==> config.mk <==
export PLATFORM = sky130hd
export DESIGN_NAME = tug_playfield
export DESIGN_NICKNAME = d
export VERILOG_FILES = /design/src/rtl/tug_playfield.sv
export SDC_FILE = /design/constraint.sdc
export NUM_CORES = 1
export LEC_CHECK = 0
export ABC_CLOCK_PERIOD_IN_PS = 3500
export CAP_MARGIN = 30
export CELL_PAD_IN_SITES_DETAIL_PLACEMENT = 0
export CELL_PAD_IN_SITES_GLOBAL_PLACEMENT = 1
export CORE_ASPECT_RATIO = 1.2
export CORE_UTILIZATION = 25
export DETAILED_ROUTE_END_ITERATION = 10
export GPL_TIMING_DRIVEN = 1
export PLACE_DENSITY = 0.57
export REMOVE_ABC_BUFFERS = 1
export SLEW_MARGIN = 40
export SYNTH_ARGS = -nofsm -noshare
export SYNTH_HDL_FRONTEND = slang
export SYNTH_SLANG_ARGS = --single-unit
==> constraint.sdc <==
create_clock -name clock -period 3.5 [get_ports clock]
set_input_delay 1.05 -clock clock [delete_from_list [all_inputs] [get_ports clock]]
set_output_delay 1.05 -clock clock [all_outputs]
set_load 0.005 [all_outputs]
==> src/rtl/tug_playfield.sv <==
// tug_playfield
//   Input side of the tug-of-war game. Turns the two raw player keys into
//   clean single-cycle press pulses and moves a one-hot "rope" light along an
//   LED bar. When the winner block raises lock, the rope freezes and no
//   pulses are passed on.
//
// Ports:
//   clock      system clock, all state changes on the rising edge
//   reset      asynchronous, active-low reset (0 = reset)
//   LeftRaw    raw left key, asynchronous, 1 = pressed
//   RightRaw   raw right key, asynchronous, 1 = pressed
//   lock       game-over freeze from the winner block
//   LEDR       one-hot rope position (bit NUM_LIGHTS-1 = leftmost light)
//   LeftLEDR   leftmost light
//   RightLEDR  rightmost light
//   LeftKEY    one-cycle left press pulse
//   RightKEY   one-cycle right press pulse

module tug_playfield #(
  parameter int NUM_LIGHTS = 9,
  parameter int CENTER     = 4
) (
  input  logic                  clock,
  input  logic                  reset,
  input  logic                  LeftRaw,
  input  logic                  RightRaw,
  input  logic                  lock,
  output logic [NUM_LIGHTS-1:0] LEDR,
  output logic                  LeftLEDR,
  output logic                  RightLEDR,
  output logic                  LeftKEY,
  output logic                  RightKEY
);

  localparam logic [NUM_LIGHTS-1:0] CenterOneHot =
    {{(NUM_LIGHTS-1){1'b0}}, 1'b1} << CENTER;

  logic leftSync1, leftSync2, leftPrev;
  logic rightSync1, rightSync2, rightPrev;
  logic leftPulse, rightPulse;
  logic [NUM_LIGHTS-1:0] ropePos;

  // Two-flop synchronizers followed by a history flop for each key. All of
  // them reset to 1 so that a key already held down while reset is released
  // looks like "still pressed" and never produces a rising-edge pulse. These
  // flops keep running while lock is high, so a key held across the end of
  // lock is also seen as an old press.
  always_ff @(posedge clock or negedge reset) begin
    if (!reset) begin
      leftSync1  <= 1'b1;
      leftSync2  <= 1'b1;
      leftPrev   <= 1'b1;
      rightSync1 <= 1'b1;
      rightSync2 <= 1'b1;
      rightPrev  <= 1'b1;
    end else begin
      leftSync1  <= LeftRaw;
      leftSync2  <= leftSync1;
      leftPrev   <= leftSync2;
      rightSync1 <= RightRaw;
      rightSync2 <= rightSync1;
      rightPrev  <= rightSync2;
    end
  end

  // Rising-edge detect built only from flop outputs, so the pulses are
  // glitch-free. Simultaneous presses cancel each other, and lock suppresses
  // both outputs.
  always_comb begin
    leftPulse  = leftSync2 & ~leftPrev;
    rightPulse = rightSync2 & ~rightPrev;
    LeftKEY    = leftPulse & ~rightPulse & ~lock;
    RightKEY   = rightPulse & ~leftPulse & ~lock;
  end

  // Rope position. A press moves the lit bit one place toward that player
  // and holds at the end light instead of wrapping, so the position stays
  // one-hot. The move lands on the edge that ends the pulse cycle, which
  // means the end flags still show the pre-move position during the pulse.
  always_ff @(posedge clock or negedge reset) begin
    if (!reset) begin
      ropePos <= CenterOneHot;
    end else if (LeftKEY && !ropePos[NUM_LIGHTS-1]) begin
      ropePos <= {ropePos[NUM_LIGHTS-2:0], 1'b0};
    end else if (RightKEY && !ropePos[0]) begin
      ropePos <= {1'b0, ropePos[NUM_LIGHTS-1:1]};
    end
  end

  assign LEDR      = ropePos;
  assign LeftLEDR  = ropePos[NUM_LIGHTS-1];
  assign RightLEDR = ropePos[0];

endmodule

==> qor.csv, run 1 <==
metric;value;unit
clockBufferDepth;2;
syn_area;707;um^2
grt_pass1_wl;2710;um
portBuffers;17;
synth-compound-area-share;0.158;
initial_core_util;0.272;
most-common-layout-cells;clkdlybuf4s50_1 (17), dfrtp_1 (8), dfstp_2 (7), nand3_1 (7);
drt_iter0_markers;22;
swShare;0.316;
vdd_drop_max;0.000229;V
io_pins;18;
path_clk_slew;0.09;ns
maxCapViolCount;0;
outcome;complete, no violations;
cts_buffers;3;
start_kind;primary input;
timing.critical_path.mode_cell;clkdlybuf4s50_1;
htreeDepth;1;
cts.sinks;15;
period_share;0.964;
netlist.area_leader.share;0.283;
hold_violations;0;
post_drt_wl_per_cell;13.6;um
finalCriticalPeriod;3.37;ns
required;2.45;ns
synth-seq-area-share;0.543;
power_density;696;nW/um^2
final_common_cell;clkdlybuf4s50_1;
fp-row-count;20;
postSynthCellCount;67;
power.switching;203;uW
comb_power_share;0.380;
ys_warn_count;0;
syn_area_per_cell;10.6;um^2
fin_worst_skew;0.00478;ns
tritoncts;built;
die_area;3050;um^2
tns;0;ns
routed_via_density;5.03;
synthXorXnorAreaFrac;0;
syn_to_final_growth;30.4;%
core_region_area;2600;um^2
internal_power;439;uW
critPathMaxFanout;2;
drive_above_1_share;0.217;
slowest_stage;clkdlybuf4s50_1;
p_seq_frac;0.465;
rsz0062_at_grt;false;
final_nets;89;
synthMuxAreaShare;0;
synth_fa_ha_area_frac;0;
dp_hpwl;1110;um
ant_nets;0;
root_buffer;clkbuf_4;
power;642;uW
vias;584;
cts_resized;0;
nFillCells;275;
synth_area_leaders;dfrtp_1 (28%), dfstp_2 (26%), a31oi_1 (5.3%);
hold_class;flop to flop;
crit_chain;clkdlybuf4s50_1 > nor3_1 > clkdlybuf4s50_1;
worstSetupEndpointType;output port;
hold_buffers;0;
clk_latency;0.28;ns
setup_viol;0;
slew_headroom;0.578;
leakage;0.341;nW
gp_congestion;0.741;
cp_top_family;buffers and inverters;
grt.total_usage;0.123;
critPathKind;primary input to output port;
seqCellArea;384;um^2
n_antenna_cell;0;
tightest_slew;0.631;ns
cpPeakStageDelay;0.56;ns
critPathBufInv;2;
grt_max_degree;16;
cp.arrival;2.32;ns
synth_top_family_by_area;simple AND/OR/NAND/NOR gates;
ys_ff_latch;15;
grt_pass1_vias;610;
antenna_found_initial;0;
die_h;60.3;um
multi_input_comb_area;269;um^2
ys_types;26;
yosys.area_share.simple;0.223;
dr.pass1.iters;4;
clockPowerShare;0.154;
post_cts_buffers;0;
synth_top_area_cell;dfrtp_1;
finalMaxSlewViolations;0;
die_w;50.5;um
routed_wl;1580;um
drc_errors;0;
grt_overflow;0;
fmax;296;MHz
layer usage:
metal | track usage | vias up | share of wire
li1 | - | 278 | -
met1 | 0.149 | 286 | 0.43
met2 | 0.206 | 20 | 0.51
met3 | 0.0331 | 0 | 0.057
met4 | 0.0476 | 0 | 0
met5 | 0 | - | 0
path summary, 6_finish.rpt:
path | startpoint | end | slack [ns] | cells after the start
worst max-delay path | lock | LeftKEY | 0.13 | 3
worst min-delay path | rightSync1$_DFF_PN1_ | rightSync2$_DFF_PN1_ | 0.36 | 0
worst max register to register | leftSync2$_DFF_PN1_ | LEDR[7]$_DFFE_PN0P_ | 1.66 | 3
worst min register to register | rightSync1$_DFF_PN1_ | rightSync2$_DFF_PN1_ | 0.36 | 0
max in group asynchronous | reset | LEDR[0]$_DFFE_PN0P_ | 1.94 | 1
min in group asynchronous | reset | LEDR[5]$_DFFE_PN0P_ | 1.15 | 1
logic make-up (layout without fill, tap and decap cells):
group | after synthesis | in the layout
compound gates | 17 | 17
flops | 15 | 15
buf+inv | 10 | 26
simple gates | 25 | 25
final cells by class:
cell class | count | area share
flip-flops and latches | 15 | 0.417
multi-input cells | 42 | 0.292
repair buffers | 20 | 0.209
well taps | 33 | 0.0448
clock buffers | 3 | 0.0244
inverters | 2 | 0.00814
clock inverters | 1 | 0.00543
stage by stage:
step           hold WS (ns)  instance area (um^2)   util  cells  worst slack [ns]
2_1_floorplan         0.345                   661      -     59              1.15
3_3_place_gp          0.347                   895  0.344    112             0.126
3_5_place_dp          0.348                   895  0.344    112             0.133
4_1_cts               0.363                   922  0.354    116             0.128
5_1_grt               0.365                   922  0.354    116            0.0916
6_report              0.360                   922  0.354    116             0.126
cells in the mapped netlist:
| cell type | number |
|---|---|
| and4b_1 | 1 |
| nor4_1 | 6 |
| a31oi_1 | 6 |
| or4b_2 | 1 |
| nor3_1 | 1 |
| or3b_1 | 1 |
| or3_1 | 1 |
| o21ai_0 | 6 |
| buf_6 | 1 |
| clkbuf_1 | 4 |
| buf_2 | 1 |
| nor2_1 | 2 |
| dfstp_2 | 7 |
| nand3_1 | 7 |
| nor4b_2 | 1 |
| nand2b_1 | 1 |
| buf_4 | 2 |
| a21oi_1 | 1 |
| o221ai_2 | 1 |
| inv_1 | 2 |
| nor2b_1 | 2 |
| o31ai_1 | 1 |
| dfrtp_1 | 8 |
| o21a_1 | 1 |
| nand2_1 | 1 |
| a31o_2 | 1 |
state kept, by name (all words and copies together) (netlist names):
| name | count |
|---|---|
| LEDR | 9 |
| leftPrev | 1 |
| rightSync1 | 1 |
| rightSync2 | 1 |
| leftSync2 | 1 |
| leftSync1 | 1 |
| rightPrev | 1 |
power groups by stage:
stage / clock network, mW / logic, mW / registers, mW
2_1_floorplan: 0 / 0.0855 / 0.296
3_3_place_gp: 0 / 0.246 / 0.302
3_5_place_dp: 0 / 0.248 / 0.303
4_1_cts: 0.106 / 0.248 / 0.300
5_1_grt: 0.116 / 0.269 / 0.310
6_report: 0.0990 / 0.244 / 0.299
(Power assumes the default switching activity.)
==> run 2, diff against run 1 <==
--- a/config.mk
+++ b/config.mk
@@ -15,7 +15,7 @@
 export GPL_TIMING_DRIVEN = 1
 export PLACE_DENSITY = 0.57
 export REMOVE_ABC_BUFFERS = 1
-export SLEW_MARGIN = 40
+export SLEW_MARGIN = 0
 export SYNTH_ARGS = -nofsm -noshare
 export SYNTH_HDL_FRONTEND = slang
 export SYNTH_SLANG_ARGS = --single-unit
==> results of run 2 <==
Same layout as run 1: the final DEF is identical, and so are final timing and power.
